`config.mk`:
```
export PLATFORM = sky130hd
export DESIGN_NAME = enc_onehot2bin
export DESIGN_NICKNAME = d
export VERILOG_FILES = /design/src/rtl/enc_onehot2bin.sv
export SDC_FILE = /design/constraint.sdc
export NUM_CORES = 1
export LEC_CHECK = 0
export ABC_AREA = 1
export ABC_CLOCK_PERIOD_IN_PS = 1900
export CAP_MARGIN = 10
export CORE_MARGIN = 5
export CORE_UTILIZATION = 40
export CTS_CLUSTER_SIZE = 28
export DETAILED_ROUTE_END_ITERATION = 10
export PLACE_DENSITY = 0.77
export SLEW_MARGIN = 15
export SYNTH_ARGS = -nofsm -noshare
export SYNTH_HDL_FRONTEND = slang
export SYNTH_SLANG_ARGS = --single-unit
export TNS_END_PERCENT = 20
```
`constraint.sdc`:
```
create_clock -name clk -period 1.9 [get_ports clk]
set_clock_uncertainty 0.2 [all_clocks]
set_input_delay 0.285 -clock clk [delete_from_list [all_inputs] [get_ports clk]]
set_output_delay 0.285 -clock clk [all_outputs]
set_load 0.005 [all_outputs]
```
`src/rtl/enc_onehot2bin.sv`:
```
// Registered one-hot to binary encoder with a valid/ready handshake.
// Define ENC_ONEHOT2BIN_PRIORITY_EN to make multi-hot inputs return the lowest set index.
module enc_onehot2bin #(
  parameter int WIDTH = 15,
  parameter int OUT_W = 4,
  parameter int CNT_W = 8
) (
  input  logic             clk,
  input  logic             rst,
  input  logic             in_valid,
  output logic             in_ready,
  input  logic [WIDTH-1:0] in,
  output logic             out_valid,
  input  logic             out_ready,
  output logic [OUT_W-1:0] out,
  output logic             out_err,
  input  logic             err_clr,
  output logic [CNT_W-1:0] err_cnt
);

  localparam logic [CNT_W-1:0] CNT_MAX = {CNT_W{1'b1}};

  logic             accept;
  logic             zero_hot;
  logic             multi_hot;
  logic             enc_err;
  logic [OUT_W-1:0] enc_idx;
  logic [CNT_W-1:0] cnt_nxt;

  assign in_ready  = !out_valid || out_ready;
  assign accept    = in_valid && in_ready;
  assign zero_hot  = ~|in;
  assign multi_hot = |(in & (in - WIDTH'(1)));
  assign enc_err   = zero_hot || multi_hot;

`ifdef ENC_ONEHOT2BIN_PRIORITY_EN
  // Lowest set bit wins: scan from the top so lower indices overwrite.
  always_comb begin
    enc_idx = '0;
    for (int i = WIDTH - 1; i >= 0; i--) begin
      if (in[i]) enc_idx = OUT_W'(i);
    end
  end
`else
  // Plain OR-tree: each set bit contributes its index.
  always_comb begin
    enc_idx = '0;
    for (int i = 0; i < WIDTH; i++) begin
      if (in[i]) enc_idx = enc_idx | OUT_W'(i);
    end
  end
`endif

  // Clear applies first, then an accepted error is counted, saturating.
  always_comb begin
    cnt_nxt = err_clr ? '0 : err_cnt;
    if (accept && enc_err && cnt_nxt != CNT_MAX) begin
      cnt_nxt = cnt_nxt + CNT_W'(1);
    end
  end

  // Output register: load on accept, drop valid on drain.
  always_ff @(posedge clk) begin
    if (rst) begin
      out_valid <= 1'b0;
      out       <= '0;
      out_err   <= 1'b0;
    end else if (accept) begin
      out_valid <= 1'b1;
      out       <= enc_idx;
      out_err   <= enc_err;
    end else if (out_ready) begin
      out_valid <= 1'b0;
    end
  end

  // Malformed-input counter for status readout.
  always_ff @(posedge clk) begin
    if (rst) begin
      err_cnt <= '0;
    end else begin
      err_cnt <= cnt_nxt;
    end
  end

endmodule

```
After elaboration in Yosys (flattened, before gate mapping). Index checks and enable logic that the tools add are counted.

Output and inout port bits: 15. Logic and storage cells: 36. Bits in read-only memories: 0. Bits in registers: 14. Bits in latches: 0. RAM bits: 0. Input bits: 20. Memories kept: 0.

$add $sub $neg: 2. Multipliers: 0. Eq/ne operators: 1. Multiplexer cells: 18. Divide/modulo/power cells: 0. Bitwise operators: 1. Reductions and logical operators: 10. Shifts and indexed selects: 0. Magnitude comparators: 0.

Operators with widths (count): $reduce_or A15 Y1 (2); $mux W4 (7); $mux W8 (2); $and A15 B15 Y15 (1); $sub A15 B1 Y15 const B (1); $mux W3 (4); $add A8 B1 Y8 const B (1); $ne A8 B8 Y1 const B (1); $mux W2 (2); $logic_and A1 B1 Y1 (3); $mux W1 (3); $logic_not A1 Y1 (2); $logic_or A1 B1 Y1 (2); $reduce_bool A2 Y1 (1).

Logic depth before layout (Yosys ltp).
Depth after elaboration: 14. Mapped depth: 13. Depth with buffers taken out: 13.

Least setup slack after synthesis. OpenSTA, ideal clock, no wires.

Path type: register -> register. Start point: register err_cnt[1]. End point: register err_cnt[0]. Required time: 1.587 ns. Stages on the path, launching flop included: 11. Buffers on the path: 0. Arrival time: 1.475 ns. Library setup time: 0.113 ns. Path slack: 0.112 ns. Period minus slack after synthesis: 1.788 ns. Path through: dfxtp_1 -> inv_1 -> nor2_1 -> ha_1 -> inv_1 -> nor3_2 -> nand4_2 -> nand3_4 -> nand2_1 -> nand2_1 -> nor2_1.

Cells in the longest elaborated chain, start to end: 4.

RTL lines: from (decl) (line 18) `output logic [CNT_W-1:0] err_cnt`; from (signal assigned) (line 82) `err_cnt <= cnt_nxt;`; $mux W8 (line 56) `cnt_nxt = err_clr ? '0 : err_cnt;`; $ne A8 B8 Y1 (line 57) `if (accept && enc_err && cnt_nxt != CNT_MAX) begin`; $logic_and A1 B1 Y1 (line 57); $mux W8 (line 57).

No other way between the ends. A chain may end at the register's enable or synchronous reset.

Worst setup path in the final report.
Start point: input port in[13]. End point: register err_cnt[3].

Cells in the longest elaborated chain, start to end: 7. Elaborated cells on any way between the ends: 9. Classes of those cells: add/sub (1); mux (1); bitwise (1); reduce/logical (6).

RTL lines: from (decl) (line 12) `input logic [WIDTH-1:0] in,`; $sub A15 B1 Y15 (line 33) `assign multi_hot = |(in & (in - WIDTH'(1)));`; $and A15 B15 Y15 (line 33); $reduce_or A15 Y1 (line 33); $logic_or A1 B1 Y1 * (line 34) `assign enc_err = zero_hot || multi_hot;`; $logic_and A1 B1 Y1 * (2 in a row) (line 57); $mux W8 * (line 57).

Every way passes the cells marked *; elsewhere a longest branch is shown, timed or not.

==> flow_summary.yaml <==
status:
  status: "finished clean"
synthesis:
  syn_inst: 164
  synth_area_per_cell_um2: 6.34
  syn-cell-area_um2: 1040
  yosysSeqAreaShare: 0.270
  synthDistinctLibCells: 27
  synth.net_count: 185
  ys_ff_latch: 14
  ys_warn_count: 0
critical_path:
  crit_path_top_delay_cell: "clkdlybuf4s50_1"
  worstPathMaxFanout: 4
  start_kind: "primary input"
  timing.critical_path.required_ns: 1.93
  slowest_delay_ns: 0.44
  crit_chain: "clkdlybuf4s50_1, nor2_2, nand2_1, nor2_2, nand2_1, nand2_1, inv_1, nand2_2, nor2_4, buf_4, nand2_2, nand4_1, a21oi_1"
  worstPathArrival_ns: 1.90
  crit_type: "in2reg"
  endpoint_kind: "flip-flop"
  cp_common_cell: "nand2_1"
job:
  drv_cap: 0
pwr:
  p_int_mw: 0.536
  power_frac_seq: 0.415
  swShare: 0.286
  pwr-share-clk: 0.301
  power.share.combinational: 0.283
  peakVddDrop_mv: 0.467
  p_total_mw: 0.751
  pwr_density_cell_nw_per_um2: 398
  switching_power_mw: 0.215
  leakage_nw: 0.969
cells_and_area:
  fin_nets: 262
  drive_gt1_frac: 0.350
  final_util: 0.762
  fillers: 174
  layout_commonest_cell: "nand2_1"
  diodes: 0
  areaGrowthSynthToFinish_pct: 81.5
  mostFrequentLayoutCells: "41 x nand2_1, 35 x buf_4, 20 x clkdlybuf4s50_1, 17 x inv_1, 17 x nor2_1"
sta:
  period_needed_ns: 1.88
  timing.final.crit_share: 0.988
  maxSlewViolCount: 0
  slew_headroom: 0.752
  setup_violations: 0
  worst_hold_slack_ns: 0.280
  fmax_ghz: 0.533
  finalHoldViolCount: 0
  tightest_slew_ns: 0.371
global_routing:
  grt_first_pass_wirelength_mm: 5.06
  grt_usage: 0.182
  grt-ovfl-total: 0
  grt_pass1_vias: 1206
  antenna_found_initial: 0
  grt_max_degree: 10
routing:
  dr.pass1.iters: 4
  routed-via-count: 1384
  drc_errors: 0
  wl_per_cell_um: 13.6
  via_per_inst: 5.13
  initialDrtViolationCount: 51
  ant_nets: 0
  wirelength_mm: 3.67
floorplan:
  fp.coreArea_um2: 2480
  dieArea_um2: 3720
  die_h_um: 61.0
  fp.dieW_um: 61.0
  ios: 35
  rows: 18
  start_util: 0.420
cts:
  clockBufferDepth: 2
  cts_htree_levels: 1
  cts_tree: "done"
  clock_latency_ns: 0.29
  clk_pin_slew_ns: 0.09
  cts.sinks: 14
  cts_root_buf: "clkbuf_4"
  cts-buffers-inserted: 3
placement:
  hpwl_mm: 2.52
  place.gp.congestion: 0.917
  io_buffer_count: 34
worst_hold_path:
  hold_class: "in2reg"
==> state kept, by name, summed over array words and instances (netlist names) <==
register and flops:
out 4, out_valid 1, err_cnt 8, out_err 1
==> metrics by stage <==
step,std cells,setup TNS (ns),setup WS (ns),instance area [um^2]
2_1_floorplan,164,0,0.112,1040
3_3_place_gp,258,-2.29,-0.324,1660
3_5_place_dp,258,-2.81,-0.389,1660
4_1_cts,262,-0.0176,-0.00945,1700
5_1_grt,270,-0.150,-0.0554,1890
6_report,270,0,0.0222,1890
==> cells by family (layout without fill, tap and decap cells) <==
logic type | after synthesis | in the layout | synth area share
AOI/OAI and AO/OA | 17 | 17 | 0.0866
buffers and inverters | 24 | 98 | 0.0866
and+or+nand+nor | 102 | 104 | 0.495
adders and majority gates | 1 | 1 | 0.0120
xor gates and xnor gates | 6 | 6 | 0.0505
DFF | 14 | 14 | 0.270
==> cell usage after synthesis <==
cell / instances / area share
o21ai_1: 1 / 0.0048
nand3_4: 1 / 0.017
inv_1: 21 / 0.076
dfxtp_1: 14 / 0.27
nor4_1: 1 / 0.0060
xor2_1: 5 / 0.042
nand4_2: 1 / 0.012
a21oi_1: 10 / 0.048
o21ai_0: 4 / 0.019
nor2_2: 2 / 0.012
nand3b_1: 1 / 0.0072
nor3_2: 1 / 0.0096
nor3_1: 4 / 0.019
nand3_1: 1 / 0.0048
nand2_2: 5 / 0.030
ha_1: 1 / 0.012
a31oi_1: 1 / 0.0060
and2_1: 1 / 0.0060
xnor2_1: 1 / 0.0084
inv_2: 1 / 0.0036
nand4_1: 7 / 0.042
nand2_4: 1 / 0.011
clkbuf_1: 2 / 0.0072
a41oi_1: 1 / 0.0084
nand2_1: 45 / 0.16
nor2_4: 6 / 0.065
nor2_1: 25 / 0.090
==> power by group through the flow <==
stage	combinational (mW)	sequential, mW	clock [mW]
2_1_floorplan	0.0678	0.319	0
3_3_place_gp	0.194	0.318	0
3_5_place_dp	0.197	0.319	0
4_1_cts	0.197	0.312	0.231
5_1_grt	0.232	0.314	0.249
6_report	0.213	0.312	0.226
==> what timing repair did <==
item	in CTS	in global routing
gates resized for setup	3	41
hold buffers	0	0
pin swaps	2	24
setup buffers	0	6
gates cloned	0	2
setup endpoints to repair	6	9
==> critical path, delay by kind of cell <==
family	cells	cell delay (ns)
buffers and inverters	3	0.61
AND/OR/NAND/NOR	9	0.84
AO/OA/AOI/OAI	1	0.17
==> final cells by class <==
class,count,area (um^2),area share
clock buffer,4,36.3,0.0192
tap,30,37.5,0.0199
multi-input combinational,128,774,0.410
sequential,14,283,0.150
timing repair buffer,72,673,0.357
inverter,22,82.6,0.0438
==> path summary, 6_finish.rpt <==
check	slack [ns]	startpoint	to	cells after the start
worst max-delay path	0.02	in[13]	err_cnt[3]	13
worst min-delay path	0.28	in[9]	out[0]	4
worst max register to register	0.09	err_cnt[1]	err_cnt[6]	10
worst min register to register	0.29	out_err	out_err	2
==> routing by layer <==
layer / track usage / vias to the layer above / wire (um)
met5: 0 / - / 0
met1: 0.227 / 636 / 1500
met3: 0.0319 / 14 / 226
met2: 0.316 / 52 / 1870
li1: - / 682 / -
met4: 0.0619 / 0 / 72
Power figures use the tool's default switching activity.
